$ cat src/rtl/eth_latency_log_reader_pkg.sv
// Shared types for the latency log read path.
package eth_latency_log_reader_pkg;

  localparam int unsigned PKT_TIMESTAMP_W = 64;
  localparam int unsigned LOG_DEPTH_LOG2_DEF = 10;
  localparam int unsigned LOG_CNT_W = LOG_DEPTH_LOG2_DEF + 1;

  // One log record as written by the record path.
  typedef struct packed {
    logic [PKT_TIMESTAMP_W-1:0] start_timestamp;
    logic [PKT_TIMESTAMP_W-1:0] end_timestamp;
  } eth_latency_stats_struct;

  typedef enum logic {
    READ_IDX  = 1'b0,
    READ_META = 1'b1
  } rd_cmd_e;

  // Registered response payload.
  typedef struct packed {
    logic                       err;
    eth_latency_stats_struct    entry;
    logic [PKT_TIMESTAMP_W-1:0] latency;
    logic [LOG_CNT_W-1:0]       num_entries;
  } eth_lat_rd_resp_struct;

endpackage

$ cat src/rtl/eth_latency_log_reader_ctrl.sv
// Request/response FSM, bounds check and RAM read issue.
module eth_latency_log_reader_ctrl
  import eth_latency_log_reader_pkg::*;
#(
  parameter int unsigned LOG_DEPTH_LOG2 = LOG_DEPTH_LOG2_DEF
) (
  input  logic                      clk,
  input  logic                      rst_n,
  input  logic                      rd_req_val,
  input  logic                      rd_req_cmd,
  input  logic [LOG_DEPTH_LOG2-1:0] rd_req_addr,
  output logic                      rd_req_rdy,
  input  logic [LOG_DEPTH_LOG2-1:0] log_wr_ptr,
  input  logic                      log_has_wrapped,
  output logic                      log_rd_req_val,
  output logic [LOG_DEPTH_LOG2-1:0] log_rd_req_addr,
  output logic                      rd_resp_val,
  input  logic                      rd_resp_rdy,
  output logic                      accept,
  output logic                      accept_imm,
  output logic                      imm_err,
  output logic                      capture_ram,
  output logic [LOG_DEPTH_LOG2:0]   num_valid
);

  localparam int unsigned CNT_W = LOG_DEPTH_LOG2 + 1;
  localparam int unsigned DEPTH = 2 ** LOG_DEPTH_LOG2;

  typedef enum logic [1:0] {
    IDLE     = 2'd0,
    RAM_WAIT = 2'd1,
    RESP     = 2'd2
  } state_e;

  state_e  state, state_next;
  rd_cmd_e cmd;
  logic    in_range;

  assign cmd       = rd_cmd_e'(rd_req_cmd);
  assign num_valid = log_has_wrapped ? CNT_W'(DEPTH) : {1'b0, log_wr_ptr};
  assign in_range  = {1'b0, rd_req_addr} < num_valid;

  // State register.
  always_ff @(posedge clk) begin
    if (!rst_n) state <= IDLE;
    else        state <= state_next;
  end

  // Next state, handshakes and datapath load strobes.
  always_comb begin
    state_next      = state;
    rd_req_rdy      = 1'b0;
    rd_resp_val     = 1'b0;
    log_rd_req_val  = 1'b0;
    log_rd_req_addr = rd_req_addr;
    accept          = 1'b0;
    accept_imm      = 1'b0;
    imm_err         = 1'b0;
    capture_ram     = 1'b0;
    case (state)
      IDLE: begin
        rd_req_rdy = 1'b1;
        if (rd_req_val) begin
          accept = 1'b1;
          if (cmd == READ_IDX && in_range) begin
            log_rd_req_val = 1'b1;
            state_next     = RAM_WAIT;
          end else begin
            accept_imm = 1'b1;
            imm_err    = (cmd == READ_IDX);
            state_next = RESP;
          end
        end
      end
      RAM_WAIT: begin
        capture_ram = 1'b1;
        state_next  = RESP;
      end
      RESP: begin
        rd_resp_val = 1'b1;
        if (rd_resp_rdy) state_next = IDLE;
      end
      default: state_next = IDLE;
    endcase
  end

endmodule

$ cat src/rtl/eth_latency_log_reader_datap.sv
// Response registers and latency subtractor.
module eth_latency_log_reader_datap
  import eth_latency_log_reader_pkg::*;
#(
  parameter int unsigned LOG_DEPTH_LOG2 = LOG_DEPTH_LOG2_DEF
) (
  input  logic                    clk,
  input  logic                    rst_n,
  input  logic                    accept,
  input  logic                    accept_imm,
  input  logic                    imm_err,
  input  logic                    capture_ram,
  input  logic [LOG_DEPTH_LOG2:0] num_valid,
  input  eth_latency_stats_struct log_rd_resp_data,
  output eth_lat_rd_resp_struct   resp
);

  // Load count at acceptance, then either immediate or RAM-sourced payload.
  always_ff @(posedge clk) begin
    if (!rst_n) begin
      resp <= '0;
    end else begin
      if (accept) resp.num_entries <= LOG_CNT_W'(num_valid);
      if (accept_imm) begin
        resp.err     <= imm_err;
        resp.entry   <= '0;
        resp.latency <= '0;
      end
      if (capture_ram) begin
        resp.err     <= 1'b0;
        resp.entry   <= log_rd_resp_data;
        resp.latency <= log_rd_resp_data.end_timestamp - log_rd_resp_data.start_timestamp;
      end
    end
  end

endmodule

$ cat src/rtl/eth_latency_log_reader.sv
// Read-side server for the Ethernet latency log RAM.
module eth_latency_log_reader
  import eth_latency_log_reader_pkg::*;
#(
  parameter int unsigned LOG_DEPTH_LOG2 = LOG_DEPTH_LOG2_DEF,
  parameter int unsigned TS_W           = PKT_TIMESTAMP_W
) (
  input  logic                      clk,
  input  logic                      rst_n,
  input  logic                      rd_req_val,
  input  logic                      rd_req_cmd,
  input  logic [LOG_DEPTH_LOG2-1:0] rd_req_addr,
  output logic                      rd_req_rdy,
  input  logic [LOG_DEPTH_LOG2-1:0] log_wr_ptr,
  input  logic                      log_has_wrapped,
  output logic                      log_rd_req_val,
  output logic [LOG_DEPTH_LOG2-1:0] log_rd_req_addr,
  input  eth_latency_stats_struct   log_rd_resp_data,
  output logic                      rd_resp_val,
  input  logic                      rd_resp_rdy,
  output logic                      rd_resp_err,
  output eth_latency_stats_struct   rd_resp_entry,
  output logic [TS_W-1:0]           rd_resp_latency,
  output logic [LOG_DEPTH_LOG2:0]   rd_resp_num_entries
);

  localparam int unsigned CNT_W = LOG_DEPTH_LOG2 + 1;

  logic                    accept, accept_imm, imm_err, capture_ram;
  logic [LOG_DEPTH_LOG2:0] num_valid;
  eth_lat_rd_resp_struct   resp;

  eth_latency_log_reader_ctrl #(.LOG_DEPTH_LOG2(LOG_DEPTH_LOG2)) u_ctrl (
    .clk             (clk),
    .rst_n           (rst_n),
    .rd_req_val      (rd_req_val),
    .rd_req_cmd      (rd_req_cmd),
    .rd_req_addr     (rd_req_addr),
    .rd_req_rdy      (rd_req_rdy),
    .log_wr_ptr      (log_wr_ptr),
    .log_has_wrapped (log_has_wrapped),
    .log_rd_req_val  (log_rd_req_val),
    .log_rd_req_addr (log_rd_req_addr),
    .rd_resp_val     (rd_resp_val),
    .rd_resp_rdy     (rd_resp_rdy),
    .accept          (accept),
    .accept_imm      (accept_imm),
    .imm_err         (imm_err),
    .capture_ram     (capture_ram),
    .num_valid       (num_valid)
  );

  eth_latency_log_reader_datap #(.LOG_DEPTH_LOG2(LOG_DEPTH_LOG2)) u_datap (
    .clk              (clk),
    .rst_n            (rst_n),
    .accept           (accept),
    .accept_imm       (accept_imm),
    .imm_err          (imm_err),
    .capture_ram      (capture_ram),
    .num_valid        (num_valid),
    .log_rd_resp_data (log_rd_resp_data),
    .resp             (resp)
  );

  assign rd_resp_err         = resp.err;
  assign rd_resp_entry       = resp.entry;
  assign rd_resp_latency     = TS_W'(resp.latency);
  assign rd_resp_num_entries = CNT_W'(resp.num_entries);

endmodule

$ cat config.mk
export PLATFORM = sky130hd
export DESIGN_NAME = eth_latency_log_reader
export DESIGN_NICKNAME = d
export VERILOG_FILES = /design/src/rtl/eth_latency_log_reader_pkg.sv /design/src/rtl/eth_latency_log_reader_ctrl.sv /design/src/rtl/eth_latency_log_reader_datap.sv /design/src/rtl/eth_latency_log_reader.sv
export SDC_FILE = /design/constraint.sdc
export NUM_CORES = 1
export LEC_CHECK = 0
export BUFFER_PORTS_ARGS = -buffer_cell sky130_fd_sc_hd__buf_4
export CAP_MARGIN = 10
export CORE_AREA = 2 2 142 144
export CTS_CLUSTER_SIZE = 10
export DETAILED_ROUTE_END_ITERATION = 10
export DIE_AREA = 0 0 144 146
export PLACE_DENSITY = 0.86
export SLEW_MARGIN = 20
export SYNTH_ARGS = -nofsm -noshare
export SYNTH_HDL_FRONTEND = slang
export SYNTH_SLANG_ARGS = --single-unit
$ cat constraint.sdc
create_clock -name clk -period 4.4 [get_ports clk]
set_input_delay 0.44 -clock clk [delete_from_list [all_inputs] [get_ports clk]]
set_output_delay 0.44 -clock clk [all_outputs]
set_load 0.02 [all_outputs]
# [Word-level counts from Yosys, hierarchy flattened]
# Cells that the tools add are included.
[word_totals] register_bits=206 inputBits=154
[op_classes] add_sub_neg=1 order_cmp=1 n_eq_ne=4 n_mux=21 bitwise_logic=2 n_reduce_logical=5
[ops] operator="two-way mux 192 bit" n=2
[ops] operator="subtractor 64 bit" n=1
[ops] operator="two-way mux 1 bit" n=14
[ops] operator="< comparator 10 x 11 -> 1 bit" n=1
[ops] operator="two-way mux 11 bit" n=1
[ops] operator="two-way mux 2 bit" n=3
[ops] operator="one-hot mux 2 bit (3 select lines)" n=1
[ops] operator="inequality test 2 bit, second input constant" n=2
[ops] operator="equality test 2 x 1 -> 1 bit, second input constant" n=1
[ops] operator="equality test 2 bit, second input constant" n=1
[ops] operator="zero test 2 bit" n=1
[ops] operator="inverter 1 bit" n=2
[ops] operator="AND reduction 2 bit" n=1
[ops] operator="nonzero test 2 bit" n=1
[ops] operator="OR reduction 2 bit" n=1
[ops] operator="logical AND 1 bit" n=1

# [Logic depth before layout (Yosys ltp)]
# Gate-level depths: netlist (run 1).
[logic_depth] ltp_word=8 mapped_depth=14

# [Cells and area by module]
# A second synthesis (run 1) with hierarchy kept.
[hier_totals] hier_cells=1523 hier_area_um2=12285.5
[by_module_without_submodules] mod="eth_latency_log_reader_datap" n_inst=1 cells_each=1447 area_each_um2=11740.0
[by_module_without_submodules] mod="eth_latency_log_reader_ctrl" n_inst=1 cells_each=76 area_each_um2=545.5

# [Worst setup path before layout (run 1)]
# OpenSTA, ideal clock, no wires.
[synth_timing] path_kind="input port to flip-flop" startpoint="input port log_rd_resp_data[0] (netlist name)" endpoint="register u_datap.resp[71] (netlist name)" arrival_ns=2.898 required_time_ns=4.260 path_slack_ns=1.362 stages=13 path_buffers=0 path_cell_list="inv_1 > ha_1 > fa_1 > nand2b_1 > a21oi_2 > o41ai_1 > a21oi_1 > o22ai_2 > o41ai_4 > a41oi_2 > o31ai_2 > o31a_1 > o211ai_1"
[synth_via] elab_chain_cells=2
[synth_rtl] item="start: declaration" line="eth_latency_log_reader.sv:18" rtl="input eth_latency_stats_struct log_rd_resp_data,"
[synth_rtl] item="subtractor 64 bit" line="eth_latency_log_reader_datap.sv:32" rtl="resp.latency <= log_rd_resp_data.end_timestamp - log_rd_resp_data.start_timestamp;"
[synth_rtl] item="two-way mux 192 bit" line="eth_latency_log_reader_datap.sv:29" rtl="if (capture_ram) begin"
# Every way passes these cells.
# A chain may end at the register's enable or synchronous reset.

# [Worst setup path in the final report (run 1)]
[layout_timing] startpoint="input port log_rd_resp_data[83] (netlist name)" endpoint="register u_datap.resp[68] (netlist name)"
[layout_via] elab_chain_cells=2
[layout_rtl] item="subtractor 64 bit" line="eth_latency_log_reader_datap.sv:32"
[layout_rtl] item="two-way mux 192 bit" line="eth_latency_log_reader_datap.sv:29"
# Every way passes these cells.

==> metrics.md, run 1 <==
| Metric | Value |
|---|---|
| P_leak | `6.66 nW` |
| Pint | `3.49 mW` |
| Largest net degree at the start of global routing | `85` |
| Status | `finished clean` |
| CP delay by family, top | `compound AO/OA/AOI/OAI gates` |
| Least-Margin Pin Slew | `1030 ps` |
| Global Route Usage Sum | `28.9%` |
| Top post-synthesis cells by area | `dfxtp_1, ha_1, nand2_1, a22o_1, o21ai_0` |
| Gate Count Post-Synth | `1252` |
| Comb power frac | `22.0%` |
| ANT cells | `0` |
| Seq pwr share | `39.9%` |
| Sw Ratio | `29.1%` |
| HPWL Detailed | `23800 um` |
| Crit Path Class | `input pin to flop` |
| Initial Util | `54.7%` |
| Post-synth EDFFs | `0` |
| Antenna-violating nets left | `0` |
| Max-slew headroom | `31.2%` |
| Global-route wire length before repair | `50100 um` |
| Yosys warning count | `0` |
| Hold Buf Count CTS | `0` |
| Num ports | `371` |
| Row Count | `51` |
| Post-route setup TNS | `0 ps` |
| Asr flop ratio synth | `0%` |
| Worst path slowest cell | `o31ai_1` |
| Tcrit/Tclk final | `74.8%` |
| CTS-repair resized insts | `0` |
| Number of max-cap violations | `0` |
| Core footprint | `19300 um^2` |
| Min Clock Period, post-route | `3290 ps` |
| Initial antenna violation count | `0` |
| Initial drt markers | `603` |
| Die Y | `146 um` |
| Root Buffer | `clkbuf_16` |
| CTS Buf Count | `25` |
| NetSw | `1.43 mW` |
| Worst EP required | `4790 ps` |
| Postcts setup bufs | `0` |
| PD cells | `348 nW/um^2` |
| Vias/cell | `5.64` |
| Worst hold path class | `input pin to flop` |
| Die width | `144 um` |
| First-pass DRT Iterations | `7` |
| Buf/Inv on CP | `3` |
| Slew Viols, Final | `0` |
| Routed WL per cell | `17.2 um` |
| CP max stage delay | `510 ps` |
| RSZ-0062 raised after global routing | `no` |
| Final wirelength | `32000 um` |
| Die ar. | `21000 um^2` |
| Total congestion overflow | `0` |
| CTS tree | `built` |
| Clock buffer depth | `3` |
| Worst Setup Start Kind | `input pin` |
| Mapped Nets | `1480` |
| Worst vdd ir | `0.000425 V` |
| Layout cells sized above 1 | `26.7%` |
| H-Tree Depth | `1` |
| RD Place Congestion | `0.874` |
| Crit Path Max Fanout | `7` |
| Post-synthesis register bit count | `206` |
| Synth Flop Type | `dfxtp_1` |
| Drt drc | `0` |
| Clock Pin Slew Worst Setup and Hold Paths | `60 ps` |
| Number of port buffers | `370` |
| Worst EP arrival | `3680 ps` |
| Clock share of power | `38.1%` |
| Syn_area_per_cell | `8.45 um^2` |
| Sinks on Clock Net | `206` |
| Vias in the first global route | `10200` |
| Max Clock Freq | `304 MHz` |
| Crit path cell chain | `buf_4 > inv_1 > ha_1 > inv_1 > nor2_1 > nand2_1 > nor4_1 > o21ai_0 > o31ai_1 > a21oi_1 > o31ai_4 > o21ai_0 > a211o_1` |
| Final Util | `73.1%` |
| Final Net Count | `1811` |
| Yosys top cell area share | `39.0%` |
| Final Hold Vio Count | `0` |
| Syn-to-layout area delta | `33.6%` |
| Seq/Total Area, Yosys | `39.0%` |
| Via count | `10500` |
| CP Capture Type | `flop` |
| Final setup fails | `0` |
| Mapped cell area | `10600 um^2` |
| Clk_lat worst skew | `520 ps` |
| Flop-to-flop setup slack | `2030 ps` |
| Max Clock Skew | `16.3 ps` |
| Unique cell type count in the Yosys netlist | `73` |
| Leading area contributor after synthesis | `dfxtp_1` |
## synth_stat cells (all sizes together) (5+ instances only)
cell type / n
nor2b: 5
xor2: 24
a211oi: 8
or3: 8
o21a: 5
a22o: 70
ha: 73
clkbuf: 38
and3: 7
inv: 83
a31oi: 8
a21o: 31
nand2b: 15
nand4: 11
a21oi: 72
nor3: 7
buf: 33
and2: 16
o21bai: 15
a21boi: 9
o31ai: 9
nand3: 28
nor2: 37
dfxtp: 206
xnor2: 28
nand2: 181
o21ai: 163
## area by class of cell
cell class | instances | area (um^2)
well taps | 265 | 332
multi-input cells | 892 | 5820
flip-flops and latches | 206 | 4120
inverters | 83 | 312
clock inverters | 2 | 38.8
fillers | 1476 | 5200
clock buffers | 33 | 676
repair buffers | 375 | 2830
## stage by stage
stage	worst slack [ps]	total power, mW	instance area (um^2)	hold WS (ps)	std cells
floorplan	1360	2.69	10600	522	1252
global placement	874	3.05	13400	434	1821
detailed placement	792	3.07	13400	439	1821
CTS	1310	4.94	14100	123	1856
global route	1100	5.12	14100	131	1856
finish	1110	4.92	14100	145	1856
## kinds of logic after synthesis
family	count (synthesis)	synth area share, %
muxes	2	0.189
xor gates and xnor gates	52	4.31
buffers and inverters	154	6.13
adders and majority gates	74	8.82
AOI/OAI and AO/OA	433	27.3
DFF	206	39.0
and+or+nand+nor	331	14.3
## power by group through the flow
stage | sequential (mW) | clock [mW] | combinational, mW
5_1_grt | 1.97 | 1.97 | 1.18
6_report | 1.96 | 1.88 | 1.08
4_1_cts | 1.96 | 1.90 | 1.07
2_1_floorplan | 2.06 | 0 | 0.623
3_3_place_gp | 2.00 | 0 | 1.05
3_5_place_dp | 2.00 | 0 | 1.07
## worst register-to-register path, cell delays in order, from the launching register on
cell and delay (ps):
dfxtp_1 400, inv_1 130, nor2_1 350, and2_4 910, nand4_1 190, o31a_1 150, o21ai_0 70, a211o_1 120
## cells in the final DEF, fill, tap and decap left out, drive strengths merged, types with 4 or more instances in the layout
master / synthesis / routed
o211ai: 4 / 4
a31oi: 8 / 8
nor2b: 5 / 5
nor3: 7 / 7
a22o: 70 / 70
and3: 7 / 7
nand2b: 15 / 15
a21oi: 72 / 72
ha: 73 / 73
nor4: 4 / 4
o31ai: 9 / 9
clkbuf: 38 / 33
nand2: 181 / 181
o21a: 5 / 5
a32oi: 4 / 4
and2: 16 / 16
dfxtp: 206 / 206
xnor2: 28 / 28
a21boi: 9 / 9
a21o: 31 / 31
buf: 33 / 375
xor2: 24 / 24
inv: 83 / 84
nand4: 11 / 11
nor2: 37 / 37
or3: 8 / 8
o21ai: 163 / 163
o21bai: 15 / 15
nand3: 28 / 28
a211oi: 8 / 8
## state kept, by name, indices dropped and copies added, names as in the netlist
signal,flops
u_datap.resp,204
u_ctrl.state,2
## layer usage
metal | vias up | track usage [%] | share of wire (%)
met5 | - | 0 | 0
met2 | 471 | 50.2 | 49
met1 | 4845 | 34.4 | 39
met4 | 0 | 10.0 | 3.0
li1 | 5090 | - | -
met3 | 67 | 7.17 | 9.4
## worst paths after layout
path | start | end | cells past startpoint
max | log_rd_resp_data[83] | u_datap.resp[68] | 13
min | log_rd_resp_data[13] | u_datap.resp[88] | 2
max reg2reg | u_ctrl.state[0] | u_datap.resp[66] | 7
min reg2reg | u_datap.resp[39] | u_datap.resp[39] | 2
Power figures use the tool's default switching activity.
==> inputs of run 2 (changes only) <==
--- a/config.mk
+++ b/config.mk
@@ -5,13 +5,14 @@
 export SDC_FILE = /design/constraint.sdc
 export NUM_CORES = 1
 export LEC_CHECK = 0
+export ABC_AREA = 1
 export BUFFER_PORTS_ARGS = -buffer_cell sky130_fd_sc_hd__buf_4
 export CAP_MARGIN = 10
-export CORE_AREA = 2 2 142 144
+export CORE_AREA = 2 2 171 173
 export CTS_CLUSTER_SIZE = 10
 export DETAILED_ROUTE_END_ITERATION = 10
-export DIE_AREA = 0 0 144 146
-export PLACE_DENSITY = 0.86
+export DIE_AREA = 0 0 173 175
+export PLACE_DENSITY = 0.78
 export SLEW_MARGIN = 20
 export SYNTH_ARGS = -nofsm -noshare
 export SYNTH_HDL_FRONTEND = slang
==> constraint.sdc (replaced) <==
create_clock -name clk -period 2.7 [get_ports clk]
set_input_delay 0.27 -clock clk [delete_from_list [all_inputs] [get_ports clk]]
set_output_delay 0.27 -clock clk [all_outputs]
set_load 0.02 [all_outputs]
==> run 2 against run 1 <==
Against the previous run: wire length is 53% higher; setup slack worse by 880 ps; sequential share of layout area is 5.9 points lower; clock power up 52%; global-route usage increased by 2.1 points; hold slack lost 120 ps; power rose by 69%; via count rose by 48%; count of clock-buffer cells in the layout fell by 4; area after synthesis rose by 30%; die area increased by 44%; synthesized cell count up 83%; critical endpoint is now u_datap.resp[38]; highest routed layer unchanged.
==> metrics.md, run 2 <==
| Metric | Value |
|---|---|
| CTS-repair resized insts | `0` |
| Global-route wire length before repair | `76700 um` |
| Status | `finished clean` |
| Leading area contributor after synthesis | `dfxtp_1` |
| H-Tree Depth | `1` |
| Final wirelength | `48800 um` |
| Post-synthesis register bit count | `206` |
| PD cells | `470 nW/um^2` |
| Drt drc | `0` |
| Asr flop ratio synth | `0%` |
| Max Clock Freq | `405 MHz` |
| Number of max-cap violations | `0` |
| First-pass DRT Iterations | `5` |
| Biggest regs | `u_datap.resp (204), u_ctrl.state (2)` |
| Crit path cell chain | `dlygate4sd3_1 > buf_4 > ha_1 > nand2_1 > inv_1 > nand2_1 > nand2_1 > inv_1 > nand2_1 > a21oi_1 > nand2_1 > or2_2 > nand3_1 > a21oi_1` |
| CP Capture Type | `flop` |
| CP startpoint | `log_rd_resp_data[25]` |
| Synth Flop Type | `dfxtp_1` |
| Clock Pin Slew Worst Setup and Hold Paths | `50 ps` |
| Top post-synthesis cells by count | `nand2_1, inv_1, nand3_1` |
| Gate Count Post-Synth | `2285` |
| ANT cells | `0` |
| Top post-synthesis cells by area | `dfxtp_1, nand2_1, inv_1, nand3_1, a21oi_1` |
| Max-slew headroom | `59.8%` |
| Final instance area | `17700 um^2` |
| Mapped cell area | `13800 um^2` |
| Cell with the most instances after synthesis | `nand2_1` |
| Vias in the first global route | `14700` |
| Num ports | `371` |
| Initial antenna violation count | `0` |
| Final Hold Vio Count | `0` |
| Min Clock Period, post-route | `2470 ps` |
| Initial Util | `48.6%` |
| RD Place Congestion | `0.958` |
| Area after DPL | `16700 um^2` |
| Syn-to-layout area delta | `28.3%` |
| Layout cells sized above 1 | `17.6%` |
| Worst Setup Start Kind | `input pin` |
| Fillers | `2780` |
| Final worst-path setup slack | `230 ps` |
| Routed WL per cell | `16.2 um` |
| Via count | `15500` |
| Clk_lat worst skew | `530 ps` |
| Row Count | `62` |
| Tcrit/Tclk final | `91.5%` |
| Die Y | `175 um` |
| Syn_area_per_cell | `6.04 um^2` |
| Commonest cells after routing, fill and taps aside | `nand2_1, inv_1, buf_4, nand3_1, a21oi_1` |
| P_leak | `9.26 nW` |
| Global Route Usage Sum | `30.9%` |
| Slew Viols, Final | `0` |
| Max FFs per register | `204` |
| Worst r2r src | `u_ctrl.state[1]` |
| Clock buffer depth | `3` |
| Final setup fails | `0` |
| HPWL Detailed | `37400 um` |
| Least-Margin Pin Slew | `603 ps` |
| Sinks on Clock Net | `206` |
| Largest net degree at the start of global routing | `125` |
| Number of port buffers | `370` |
| CTS tree | `built` |
| CP dominant cell by count | `nand2_1` |
| Worst path slowest cell | `dlygate4sd3_1` |
| Crit Path Class | `input pin to flop` |
| Die ar. | `30300 um^2` |
| Worst vdd ir | `0.000398 V` |
| Mapped Nets | `2513` |
| RSZ-0062 raised after global routing | `no` |
| Hold Startpoint | `log_rd_resp_data[107]` |
| Initial drt markers | `999` |
| Crit Path Max Fanout | `5` |
| Unique cell type count in the Yosys netlist | `37` |
| CTS Buf Count | `24` |
| Total congestion overflow | `0` |
| Antenna-violating nets left | `0` |
| Max Clock Skew | `20.1 ps` |
| Seq/Total Area, Yosys | `29.9%` |
| Yosys warning count | `0` |
| CP max stage delay | `540 ps` |
| Worst EP arrival | `2860 ps` |
| Root Buffer | `clkbuf_16` |
| Post-synth EDFFs | `0` |
| Worst hold path class | `input pin to flop` |
| Die width | `173 um` |
| Dpl ws | `125 ps` |
| Flop-to-flop setup slack | `630 ps` |
| Core footprint | `28400 um^2` |
| Final Net Count | `2862` |
| Leading cell type in the layout, fill and taps excluded | `nand2_1` |
| Post-route setup TNS | `0 ps` |
| Worst EP required | `3100 ps` |
| Largest Register | `u_datap.resp` |
| Vias/cell | `5.14` |
| Yosys top cell area share | `29.9%` |
[run 2: changes by cell type in the layout (fill, tap and decap cells not counted), sizes merged, moves of 28 or more]
| cell | previous run | this run |
|---|---|---|
| a21oi | 72 | 266 |
| inv | 84 | 398 |
| o21ai | 163 | 36 |
| a22o | 70 | 0 |
| nand2 | 181 | 750 |
| nand3 | 28 | 292 |
| a21o | 31 | 3 |
| nor2 | 37 | 103 |
| dlygate4sd3 | 0 | 32 |
[run 2: where the power goes]
part / internal, mW / leakage, nW / total, mW / switching, mW
clock network: 1.63 / 0.313 / 2.86 / 1.23
logic: 0.808 / 7.28 / 2.28 / 1.47
registers: 3.14 / 1.67 / 3.19 / 0.0528
[run 2: cell families (layout without fill, tap and decap cells)]
logic type | after synthesis | count (layout) | share of synthesized area, %
xor gates and xnor gates | 1 | 1 | 0.0635
DFF | 206 | 206 | 29.9
adders and majority gates | 74 | 74 | 6.77
and+or+nand+nor | 1198 | 1198 | 36.9
buffers and inverters | 496 | 848 | 14.9
AOI/OAI and AO/OA | 310 | 310 | 11.5
[run 2: layout make-up]
cell class | instances | area (um^2) | area share [%]
Inverter | 398 | 1500 | 8.50
Timing Repair Buffer | 421 | 3320 | 18.7
Multi-Input combinational cell | 1583 | 7640 | 43.1
Tap cell | 384 | 480 | 2.71
Clock buffer | 29 | 641 | 3.62
Sequential cell | 206 | 4120 | 23.3
[run 2: what timing repair did]
| item | 4_1_cts | 5_1_grt |
|---|---|---|
| hold buffers | 32 | 0 |
| buffers inserted | 0 | 0 |
| hold endpoints to repair | 32 | 0 |
[run 2: final timing paths]
| check | to | depth (start not counted) |
|---|---|---|
| setup reg to reg | u_datap.resp[175] | 6 |
| hold reg to reg | u_datap.resp[100] | 2 |
| hold / removal | u_datap.resp[182] | 3 |
| setup / recovery | u_datap.resp[38] | 14 |
[run 2: critical path, delay by kind of cell]
kind	cells	cell delay (ps)
adders and majority gates	1	340
and+or+nand+nor	7	1220
buffers and inverters	4	820
AOI/OAI and AO/OA	2	210
[run 2: metal layers]
| layer | GRT usage (%) | wire [um] |
|---|---|---|
| met5 | 0 | 0 |
| met4 | 11.1 | 1770 |
| met3 | 4.11 | 2950 |
| met2 | 54.3 | 23500 |
| met1 | 38.8 | 20600 |
[run 2: stage by stage]
stage               instances  util, %  power (mW)  hold WS (ps)
finish                   3021     62.3        8.33          27.0
global route             3021     62.3        8.71          18.8
CTS                      3021     62.3        8.36        0.0620
detailed placement       2960     59.0        5.46           470
global placement         2960     59.0        5.44           466
floorplan                2285        -        4.66           408
